<file path="src/rtl/alu_sequencer_if.sv">
// Instruction handshake, ALU operand/result bus and debug read port of the ALU sequencer.
// The master side issues instructions and models the external ALU; the sequencer is the slave.
interface alu_sequencer_if;
  logic       InstrValid;
  logic       InstrReady;
  logic [2:0] Rd;
  logic [2:0] Rs;
  logic [2:0] Rt;
  logic [7:0] Imm;
  logic       UseImm;
  logic [7:0] Mux1Output;
  logic [7:0] ReadData2;
  logic       ALUOp;
  logic [7:0] ALUOutput;
  logic       Done;
  logic [7:0] WriteData;
  logic [2:0] DbgAddr;
  logic [7:0] DbgData;

  modport master (
    output InstrValid, Rd, Rs, Rt, Imm, UseImm, ALUOutput, DbgAddr,
    input  InstrReady, Mux1Output, ReadData2, ALUOp, Done, WriteData, DbgData
  );

  modport slave (
    input  InstrValid, Rd, Rs, Rt, Imm, UseImm, ALUOutput, DbgAddr,
    output InstrReady, Mux1Output, ReadData2, ALUOp, Done, WriteData, DbgData
  );
endinterface

</file>
<file path="src/rtl/alu_sequencer.sv">
// Four-state sequencer: accepts an instruction, reads operands from a small register file,
// hands them to an external ALU and writes the result back one instruction at a time.
module alu_sequencer #(
  parameter int NUM_REGS = 8
) (
  input logic            clk,
  input logic            reset,
  alu_sequencer_if.slave bus
);

  typedef enum logic [1:0] {IDLE, READ, EXEC, WB} state_t;

  state_t     state, state_nxt;
  logic [7:0] regs [NUM_REGS];

  logic [2:0] rd_p0, rs_p0, rt_p0;
  logic [7:0] imm_p0;
  logic       use_imm_p0;
  logic [7:0] op1_p1, op2_p1;
  logic [7:0] wdata_p2;

  logic ready, alu_op, done, accept;

  // Register 0 and any address beyond the implemented file read as zero.
  function automatic logic [7:0] rf_read(input logic [2:0] addr, input logic [7:0] val);
    return (addr == 3'd0 || int'(addr) >= NUM_REGS) ? 8'h00 : val;
  endfunction

  always_ff @(posedge clk or posedge reset) begin
    if (reset) state <= IDLE;
    else       state <= state_nxt;
  end

  always_comb begin
    state_nxt = state;
    ready     = 1'b0;
    alu_op    = 1'b0;
    done      = 1'b0;
    case (state)
      IDLE: begin
        ready = !reset;
        if (bus.InstrValid && !reset) state_nxt = READ;
      end
      READ: state_nxt = EXEC;
      EXEC: begin
        alu_op    = 1'b1;
        state_nxt = WB;
      end
      WB: begin
        done      = 1'b1;
        state_nxt = IDLE;
      end
      default: state_nxt = IDLE;
    endcase
  end

  assign accept = ready && bus.InstrValid;

  always_ff @(posedge clk or posedge reset) begin
    if (reset) begin
      rd_p0      <= '0;
      rs_p0      <= '0;
      rt_p0      <= '0;
      imm_p0     <= '0;
      use_imm_p0 <= 1'b0;
      op1_p1     <= '0;
      op2_p1     <= '0;
      wdata_p2   <= '0;
      for (int i = 0; i < NUM_REGS; i++) regs[i] <= '0;
    end else begin
      // p0: instruction captured on accept, isolated from later input changes
      if (accept) begin
        rd_p0      <= bus.Rd;
        rs_p0      <= bus.Rs;
        rt_p0      <= bus.Rt;
        imm_p0     <= bus.Imm;
        use_imm_p0 <= bus.UseImm;
      end
      // p1: operands read before any writeback of this instruction
      if (state == READ) begin
        op1_p1 <= use_imm_p0 ? imm_p0 : rf_read(rs_p0, regs[rs_p0]);
        op2_p1 <= rf_read(rt_p0, regs[rt_p0]);
      end
      // p2: ALU result captured at the end of EXEC
      if (state == EXEC) wdata_p2 <= bus.ALUOutput;
      if (state == WB && rd_p0 != 3'd0 && int'(rd_p0) < NUM_REGS) regs[rd_p0] <= wdata_p2;
    end
  end

  assign bus.InstrReady = ready;
  assign bus.ALUOp      = alu_op;
  assign bus.Done       = done;
  assign bus.Mux1Output = op1_p1;
  assign bus.ReadData2  = op2_p1;
  assign bus.WriteData  = wdata_p2;
  assign bus.DbgData    = rf_read(bus.DbgAddr, regs[bus.DbgAddr]);

endmodule

</file>
<file path="src/flat_wrapper.sv">
// flat-port wrapper written by rule: the top's interface ports become plain ports
module alu_sequencer_flat 
#(
  parameter int NUM_REGS = 8
)
  (clk, reset, bus_InstrValid, bus_Rd, bus_Rs, bus_Rt, bus_Imm, bus_UseImm, bus_ALUOutput, bus_DbgAddr, bus_InstrReady, bus_Mux1Output, bus_ReadData2, bus_ALUOp, bus_Done, bus_WriteData, bus_DbgData);
  alu_sequencer_if bus_i ();
  input logic clk;
  input logic reset;
  input wire logic [$bits(bus_i.InstrValid)-1:0] bus_InstrValid;
  input wire logic [$bits(bus_i.Rd)-1:0] bus_Rd;
  input wire logic [$bits(bus_i.Rs)-1:0] bus_Rs;
  input wire logic [$bits(bus_i.Rt)-1:0] bus_Rt;
  input wire logic [$bits(bus_i.Imm)-1:0] bus_Imm;
  input wire logic [$bits(bus_i.UseImm)-1:0] bus_UseImm;
  input wire logic [$bits(bus_i.ALUOutput)-1:0] bus_ALUOutput;
  input wire logic [$bits(bus_i.DbgAddr)-1:0] bus_DbgAddr;
  output wire logic [$bits(bus_i.InstrReady)-1:0] bus_InstrReady;
  output wire logic [$bits(bus_i.Mux1Output)-1:0] bus_Mux1Output;
  output wire logic [$bits(bus_i.ReadData2)-1:0] bus_ReadData2;
  output wire logic [$bits(bus_i.ALUOp)-1:0] bus_ALUOp;
  output wire logic [$bits(bus_i.Done)-1:0] bus_Done;
  output wire logic [$bits(bus_i.WriteData)-1:0] bus_WriteData;
  output wire logic [$bits(bus_i.DbgData)-1:0] bus_DbgData;
  assign bus_i.InstrValid = bus_InstrValid;
  assign bus_i.Rd = bus_Rd;
  assign bus_i.Rs = bus_Rs;
  assign bus_i.Rt = bus_Rt;
  assign bus_i.Imm = bus_Imm;
  assign bus_i.UseImm = bus_UseImm;
  assign bus_i.ALUOutput = bus_ALUOutput;
  assign bus_i.DbgAddr = bus_DbgAddr;
  assign bus_InstrReady = bus_i.InstrReady;
  assign bus_Mux1Output = bus_i.Mux1Output;
  assign bus_ReadData2 = bus_i.ReadData2;
  assign bus_ALUOp = bus_i.ALUOp;
  assign bus_Done = bus_i.Done;
  assign bus_WriteData = bus_i.WriteData;
  assign bus_DbgData = bus_i.DbgData;
  alu_sequencer #(.NUM_REGS(NUM_REGS)) u_core (.clk(clk), .reset(reset), .bus(bus_i));
endmodule
</file>
<file path="config.mk">
export PLATFORM = sky130hd
export DESIGN_NAME = alu_sequencer_flat
export DESIGN_NICKNAME = d
export VERILOG_FILES = /design/src/rtl/alu_sequencer_if.sv /design/src/rtl/alu_sequencer.sv /design/src/flat_wrapper.sv
export SDC_FILE = /design/constraint.sdc
export NUM_CORES = 1
export LEC_CHECK = 0
export BUFFER_PORTS_ARGS = -buffer_cell sky130_fd_sc_hd__buf_4
export CORE_MARGIN = 10
export CORE_UTILIZATION = 41
export DETAILED_ROUTE_END_ITERATION = 7
export PLACE_DENSITY_LB_ADDON = 0.2
export SLEW_MARGIN = 20
export SYNTH_ARGS = -nofsm -noshare
export SYNTH_HDL_FRONTEND = slang
export SYNTH_SLANG_ARGS = --single-unit
</file>
<file path="constraint.sdc">
create_clock -name clk -period 4.1 [get_ports clk]
set_input_delay 0.615 -clock clk [delete_from_list [all_inputs] [get_ports clk]]
set_output_delay 0.615 -clock clk [all_outputs]
set_load 0.005 [all_outputs]
</file>
Word level (Yosys, flattened, before mapping)
Index checks and enable logic that the tools add are counted.
{"block": "word_totals", "reg_bits": 108, "elab_cells": 61, "input_bits": 32}
{"block": "op_classes", "muxes": 21, "bitwise": 4, "n_eq_ne": 4, "reduce_logical": 10, "order_cmp": 5}
{"op": "$mux W8", "count": 11}
{"op": "$bmux W8 S3", "count": 3}
{"op": "$bwmux W64", "count": 1}
{"op": "$demux W8 S3", "count": 1}
{"op": "$ge A4 B4 Y1 const B", "count": 4}
{"op": "$not A3 Y4", "count": 4}
{"op": "$logic_not A3 Y1", "count": 3}
{"op": "$pmux W2 S4", "count": 1}
{"op": "$eq A2 B2 Y1 const B", "count": 2}
{"op": "$logic_and A1 B1 Y1", "count": 4}
{"op": "$lt A4 B1 Y1 const B", "count": 1}
{"op": "$mux W1", "count": 3}
{"op": "$reduce_bool A3 Y1", "count": 1}
{"op": "$eq A2 B1 Y1 const B", "count": 1}
{"op": "$logic_not A2 Y1", "count": 1}
{"op": "$mux W2", "count": 1}
{"op": "$ne A2 B1 Y1 const B", "count": 1}
{"op": "$logic_not A1 Y1", "count": 1}

Longest topological paths before layout
Gate-level depths: netlist of the first run.
{"block": "logic_depth", "ltp_word": 6, "depth_mapped": 7, "mapped_depth_nobuf": 5}

Worst setup path after synthesis of the first run
No wires, ideal clock.
{"block": "synth_timing", "kind": "input port to output port", "start": "input port bus_DbgAddr[0]", "end": "output port bus_DbgData[7]", "path_slack_ps": 1842, "required_ps": 3485, "path_stages": 5, "t_arrival_ps": 1643, "path_buffers": 2, "path_cell_list": "buf_2 buf_4 mux4_2 nand2_1 o21ai_1"}
{"block": "synth_between", "elab_chain_len": 5}
{"element": "from (decl)", "line_no": "flat_wrapper.sv:17", "rtl": "input wire logic [$bits(bus_i.DbgAddr)-1:0] bus_DbgAddr;"}
{"element": "$not A3 Y4 (implied by the code)", "line_no": "alu_sequencer.sv:96", "rtl": "assign bus.DbgData = rf_read(bus.DbgAddr, regs[bus.DbgAddr]);"}
{"element": "$bmux W8 S3", "line_no": "alu_sequencer.sv:96"}
{"element": "$mux W8 (implied by the code) (2 in a row)", "line_no": "alu_sequencer.sv:96"}
{"element": "$mux W8 *", "line_no": "alu_sequencer.sv:26", "rtl": "return (addr == 3'd0 || int'(addr) >= NUM_REGS) ? 8'h00 : val;"}
{"element": "to (decl)", "line_no": "flat_wrapper.sv:24", "rtl": "output wire logic [$bits(bus_i.DbgData)-1:0] bus_DbgData;"}
Mark *: on every way between the ends. The rest lies on a longest branch, timed or not. The select of a mux whose other input is x is not followed.

Worst setup path in the final report of the first run
{"block": "layout_timing", "start": "input port bus_DbgAddr[1]", "end": "output port bus_DbgData[6]"}
The elaborated chain is that of the path after synthesis.

==> reports/metrics.yaml, run 1 <==
antenna_found_initial: 0
cpPeakStageDelay_ps: 780
antenna_cells: 0
clkLatencyLatePin_ps: 350
gp_congestion: 0.904
wl_per_cell_um: 21.8
yosysSeqAreaShare: 0.469
finalCritPeriodShare: 0.705
yosysWarnings: 0
htree_num_levels: 3
synth_seq_cells: 100
fp.dieArea_um2: 18000
cp-start-kind: "input port"
critPathSlowestCell: "nor2b_1"
io_buffers: 66
synthFlopType: "dfrtp_1"
clock_path_buffers: 2
fin_cells: 634
die_h_um: 134
finish.utilization: 0.490
cp_max_fo: 17
synth-edff-count: 0
drive_above_1_share: 0.288
grt_pass1_vias: 3929
arrival_ps: 2270
cap_violations: 0
cp-end-kind: "output pin"
cts_tree: "yes"
cts-resized-gates: 0
grt_max_degree: 50
grt_first_pass_wirelength_um: 22100
drt_iter0_markers: 250
worstMarginPinSlew_ps: 927
synthCells: 404
cts_buffers: 9
syn-mean-instance-area_um2: 13.2
post-cts-setup-buffers: 0
cts.sinks: 100
relSlewSlack: 0.381
fin_area_um2: 6210
regToRegSetupSlack_ps: 1710
start_util: 0.421
setup_viol: 0
holdBufCountCts: 0
syn_area_um2: 5340
cts-root-buf: "clkbuf_16"
p_per_area_nw_per_um2: 771
num_io_pins: 67
rsz0062_at_grt: "no"
fmax_ghz: 0.346
hold_viol_final: 0
fin_crit_ps: 2890
finClkSkew_ps: 8.93
hold_path_class: "input port to async pin"
final_antenna_net_count: 0
dr.pass1.iters: 4
core_area_um2: 12700
fin_tns_setup_ps: 0
drc: 0
die_x_um: 134
via_count: 3557
drv_slew: 0
crit_chain: "buf_4 > nor2b_1 > a221oi_1 > a21oi_1 > buf_4"
cp.required_ps: 3480
ir_worst_vdd_uv: 334
grt_overflow: 0
hpwl_um: 9370
setup.worst_path.class: "input port to output pin"
postPlaceCellArea_um2: 5920
grt_use_total: 0.158
routed_wl_um: 13800
status: "completed"
synthArstFlopShare: 1.00
clk_pin_slew_worst_paths_ps: 60
path_common_cell: "buf_4"
synth_cell_type_count: 36
power.leakage_nw: 2.82
vias_per_cell: 5.61
synth_nets: 441
layout.nets: 494
syn2layout_area_growth_pct: 16.4
dp.cells: 618
rows: 41
-- placed cells by master, fill, tap and decap left out, types with 2 or more instances in the layout --
| cell type | netlist | layout |
|---|---|---|
| a22o_1 | 4 | 4 |
| o21ai_0 | 10 | 10 |
| nand2_1 | 14 | 14 |
| inv_1 | 20 | 19 |
| a22oi_1 | 8 | 8 |
| mux2_2 | 16 | 16 |
| mux2_1 | 91 | 91 |
| mux2i_1 | 13 | 13 |
| mux4_2 | 17 | 17 |
| clkbuf_1 | 6 | 2 |
| clkinv_2 | 0 | 2 |
| dfrtp_1 | 100 | 100 |
| clkbuf_16 | 0 | 9 |
| mux2_4 | 7 | 7 |
| ha_1 | 5 | 5 |
| nand4b_2 | 3 | 3 |
| o22ai_1 | 5 | 5 |
| a221oi_1 | 9 | 9 |
| o221ai_1 | 7 | 7 |
| nor4bb_1 | 2 | 2 |
| a211oi_1 | 2 | 2 |
| a21oi_1 | 13 | 13 |
| nor2_1 | 2 | 2 |
| o21ai_1 | 11 | 11 |
| buf_4 | 2 | 72 |
| nor2b_1 | 5 | 5 |
| nand2b_1 | 2 | 2 |
-- where the power goes --
part	switching [mW]	total, mW	internal (mW)
Sequential	0.640	2.07	1.43
Clock	0.365	0.855	0.489
Combinational	0.780	1.87	1.09
Total	1.79	4.79	3.01
-- cells by family (layout without fill, tap and decap cells) --
kind of cell,Yosys count,after routing,synth area share
flip-flops,100,100,0.469
AO/OA/AOI/OAI,72,72,0.0902
adder cells (fa/ha/maj),5,5,0.0117
buffers and inverters,50,108,0.0476
multiplexers,144,144,0.341
AND/OR/NAND/NOR,33,33,0.0405
-- worst paths after layout --
| path | cells after the start | start | end |
|---|---|---|---|
| max | 5 | bus_DbgAddr[1] | bus_DbgData[6] |
| min | 2 | reset | u_core.state[1]$_DFFE_PP0P_ |
| max reg2reg | 4 | u_core.rt_p0[2]$_DFFE_PP0P_ | u_core.bus.ReadData2[1]$_DFFE_PP0N_ |
| min reg2reg | 1 | u_core.imm_p0[7]$_DFFE_PP0P_ | u_core.imm_p0[7]$_DFFE_PP0P_ |
| max in group asynchronous | 3 | reset | u_core.regs[14]$_DFFE_PP0P_ |
| min in group clk | 2 | bus_Rs[2] | u_core.rs_p0[2]$_DFFE_PP0P_ |
-- area by class of cell --
cell class,count,area [µm²]
flip-flops and latches,100,2500
clock inverters,4,48.8
clock buffers,12,246
fillers,1178,6460
well taps,172,215
multi-input cells,254,2580
inverters,20,77.6
repair buffers,72,541
-- worst max-delay path: cells and delay by family --
family,cells,cell delay [ps]
compound gates,2,470
buf+inv,2,400
simple gates,1,780
-- registers in the layout, summed over array words and instances, names as in the netlist --
name and flops:
u_core.rd_p0 3, u_core.rt_p0 3, u_core.bus.WriteData 8, u_core.regs 56
u_core.rs_p0 3, u_core.use_imm_p0 1, u_core.bus.Mux1Output 8, u_core.bus.ReadData2 8
u_core.imm_p0 8, u_core.state 2
-- routing by layer --
metal  vias to the layer above  global-route usage  share of wire
met2                        83               0.262           0.50
met1                      1834               0.196           0.44
met5                         -                   0              0
li1                       1625                   -              -
met4                         0              0.0611          0.016
met3                        15              0.0370          0.044
-- cells in the mapped netlist (2+ instances only) --
cell type    n  area [µm²]
mux2i_1     13         130
inv_1       20        75.1
nor2_1       2        7.51
o221ai_1     7        61.3
a211oi_1     2        15.0
mux2_4       7         105
nor2b_1      5        31.3
clkbuf_1     6        22.5
a22o_1       4        35.0
o21ai_0     10        50.1
buf_2       16        80.1
dfrtp_1    100        2500
o22ai_1      5        31.3
mux2_2      16         180
o21ai_1     11        55.1
buf_6        5        56.3
mux4_2      17         383
nand4b_2     3        45.0
a22oi_1      8        60.1
a21oi_1     13        65.1
ha_1         5        62.6
a221oi_1     9        78.8
buf_4        2        15.0
nand2_1     14        52.6
mux2_1      91        1020
nand2b_1     2        12.5
nor4bb_1     2        20.0
-- through the flow --
stage	power, mW	hold WS (ps)	setup WS (ps)
2_1_floorplan	3.29	455	866
3_3_place_gp	3.92	475	1270
3_5_place_dp	3.97	476	1240
4_1_cts	4.84	382	1240
5_1_grt	5.14	407	1180
6_report	4.79	363	1210
Power figures use the tool's default switching activity.
==> run 2: changes to the inputs <==
==> constraint.sdc (replaced) <==
create_clock -name clk -period 2.7 [get_ports clk]
set_input_delay 0.405 -clock clk [delete_from_list [all_inputs] [get_ports clk]]
set_output_delay 0.405 -clock clk [all_outputs]
set_load 0.005 [all_outputs]
==> run 2 against run 1 <==
Against the previous run:
- final cell count up 1.1%
- wire length up 2.0%
- sequential power up 47%
- sequential share of layout area down 0.31 points
- die area unchanged
- clock skew down 3.8 ps
- utilization up 0.39 points
- register-to-register slack worse by 950 ps
- largest cell class unchanged
- cell area up 0.79%
- worst setup slack worse by 640 ps
- first-iteration DRC count up 34%
==> reports/metrics.yaml, run 2 (synthesis results as in run 1) <==
start_util: 0.421  # unchanged
final_common_cell: "dfrtp_1"
die_x_um: 134  # unchanged
setup_viol: 0  # unchanged
fin_crit_ps: 2130
drv_slew: 0  # unchanged
ir_worst_vdd_uv: 428  # +28%
clock_path_buffers: 2  # unchanged
rsz0062_at_grt: "no"
finClkSkew_ps: 5.08  # -3.84 ps
fmax_ghz: 0.469
postPlaceCellArea_um2: 5990  # +1.2%
cts-root-buf: "clkbuf_16"
regMostFlops: "u_core.regs"
clkLatencyLatePin_ps: 350  # about the same
arrival_ps: 1730  # -540 ps
cts.sinks: 100  # unchanged
fp.dieArea_um2: 18000  # unchanged
final_antenna_net_count: 0  # unchanged
antenna_cells: 0  # unchanged
gp_congestion: 0.821  # -9.1%
finish.utilization: 0.494  # +0.00385
fin_tns_setup_ps: 0  # unchanged
hold_path_class: "input port to async pin"
io_buffers: 66  # unchanged
post-cts-setup-buffers: 0  # unchanged
cts-resized-gates: 0  # unchanged
drt_iter0_markers: 335  # +34%
cts_tree: "yes"
antenna_found_initial: 0  # unchanged
finalCritPeriodShare: 0.789
regToRegSetupSlack_ps: 760  # -950 ps
hold_viol_final: 0  # unchanged
largest_register_ffs: 56  # unchanged
dp.cells: 626  # +1.3%
die_h_um: 134  # unchanged
htree_num_levels: 3  # unchanged
grt_pass1_vias: 3820  # -2.8%
worstMarginPinSlew_ps: 687  # -240 ps
syn2layout_area_growth_pct: 17.3
rows: 41  # unchanged
relSlewSlack: 0.542  # +0.161
fillers: 1158  # -1.7%
power.leakage_nw: 2.85  # +1.0%
p_per_area_nw_per_um2: 1160  # +51%
wl_per_cell_um: 22.0  # +0.85%
status: "completed"
setup.worst_path.class: "register to output pin"
cp-start-kind: "register"
grt_first_pass_wirelength_um: 22400  # +1.4%
routed_wl_um: 14100  # +2.0%
clk_pin_slew_worst_paths_ps: 60  # about the same
vias_per_cell: 5.68  # +1.3%
cp.required_ps: 2300  # -1180 ps
num_io_pins: 67  # unchanged
hpwl_um: 9700  # +3.6%
grt_use_total: 0.161  # +0.00253
cap_violations: 0  # unchanged
drc: 0  # unchanged
layout.nets: 502  # +1.6%
via_count: 3644  # +2.4%
fin_cells: 641  # +1.1%
final_cell_mix: "100 x dfrtp_1, 91 x mux2_1, 79 x buf_4"
grt_max_degree: 101  # +100%
cts_buffers: 9  # unchanged
cp-end-kind: "output pin"
cp_max_fo: 10  # -7
dr.pass1.iters: 4  # unchanged
fin_area_um2: 6260  # +0.79%
holdBufCountCts: 0  # unchanged
drive_above_1_share: 0.299  # +0.0106
grt_overflow: 0  # unchanged
total_power_mw: 7.28  # +52%
core_area_um2: 12700  # unchanged
==> run 2: cell count changes in the layout (fill, tap and decap cells not counted) <==
cell and delta:
buf_4 +7, buf_12 +1, bufinv_16 -1, clkbuf_8 +1, clkinv_4 -1, clkinvlp_4 +1, inv_4 -1
==> run 2: area by class of cell <==
cell class                      instances  area (µm²)  share of cell area
Tap cell                              172         215              0.0344
Multi-Input combinational cell        254        2580               0.413
Inverter                               20        78.8              0.0126
Clock buffer                           13         260              0.0416
Timing Repair Buffer                   80         613              0.0979
Sequential cell                       100        2500               0.400
Clock inverter                          2        10.0             0.00160
==> run 2: stage by stage <==
stage / hold WS [ps] / setup WS, ps
3_5_place_dp: 477 / 630
2_1_floorplan: 455 / 862
6_report: 226 / 569
5_1_grt: 252 / 451
3_3_place_gp: 478 / 660
4_1_cts: 250 / 524
==> run 2: power breakdown <==
| part | leakage (nW) | internal, mW | switching, mW |
|---|---|---|---|
| clock network | 0.135 | 0.668 | 0.539 |
| registers | 1.25 | 2.18 | 0.868 |
| logic | 1.47 | 1.71 | 1.32 |
| total | 2.85 | 4.56 | 2.72 |
==> run 2: worst paths after layout <==
kind | cells after the start | to | from
worst max-delay path | 3 | bus_ALUOp | u_core.state[0]$_DFFE_PP0P_
worst min-delay path | 3 | u_core.state[1]$_DFFE_PP0P_ | reset
worst max register to register | 5 | u_core.bus.ReadData2[3]$_DFFE_PP0N_ | u_core.rt_p0[2]$_DFFE_PP0P_
worst min register to register | 1 | u_core.imm_p0[7]$_DFFE_PP0P_ | u_core.imm_p0[7]$_DFFE_PP0P_
max in group asynchronous | 3 | u_core.regs[32]$_DFFE_PP0P_ | reset
min in group clk | 2 | u_core.rs_p0[0]$_DFFE_PP0P_ | bus_Rs[0]
==> run 2: critical path: stages (launching register included) <==
cell     delay (ps)
dfrtp_1         400
inv_1           130
ha_1            620
buf_4           230
==> run 2: routing by layer <==
| layer | part of all wire | vias up | global-route usage |
|---|---|---|---|
| met3 | 0.040 | 17 | 0.0403 |
| li1 | - | 1636 | - |
| met2 | 0.51 | 81 | 0.263 |
| met5 | 0 | - | 0 |
| met1 | 0.44 | 1910 | 0.201 |
| met4 | 0.018 | 0 | 0.0593 |
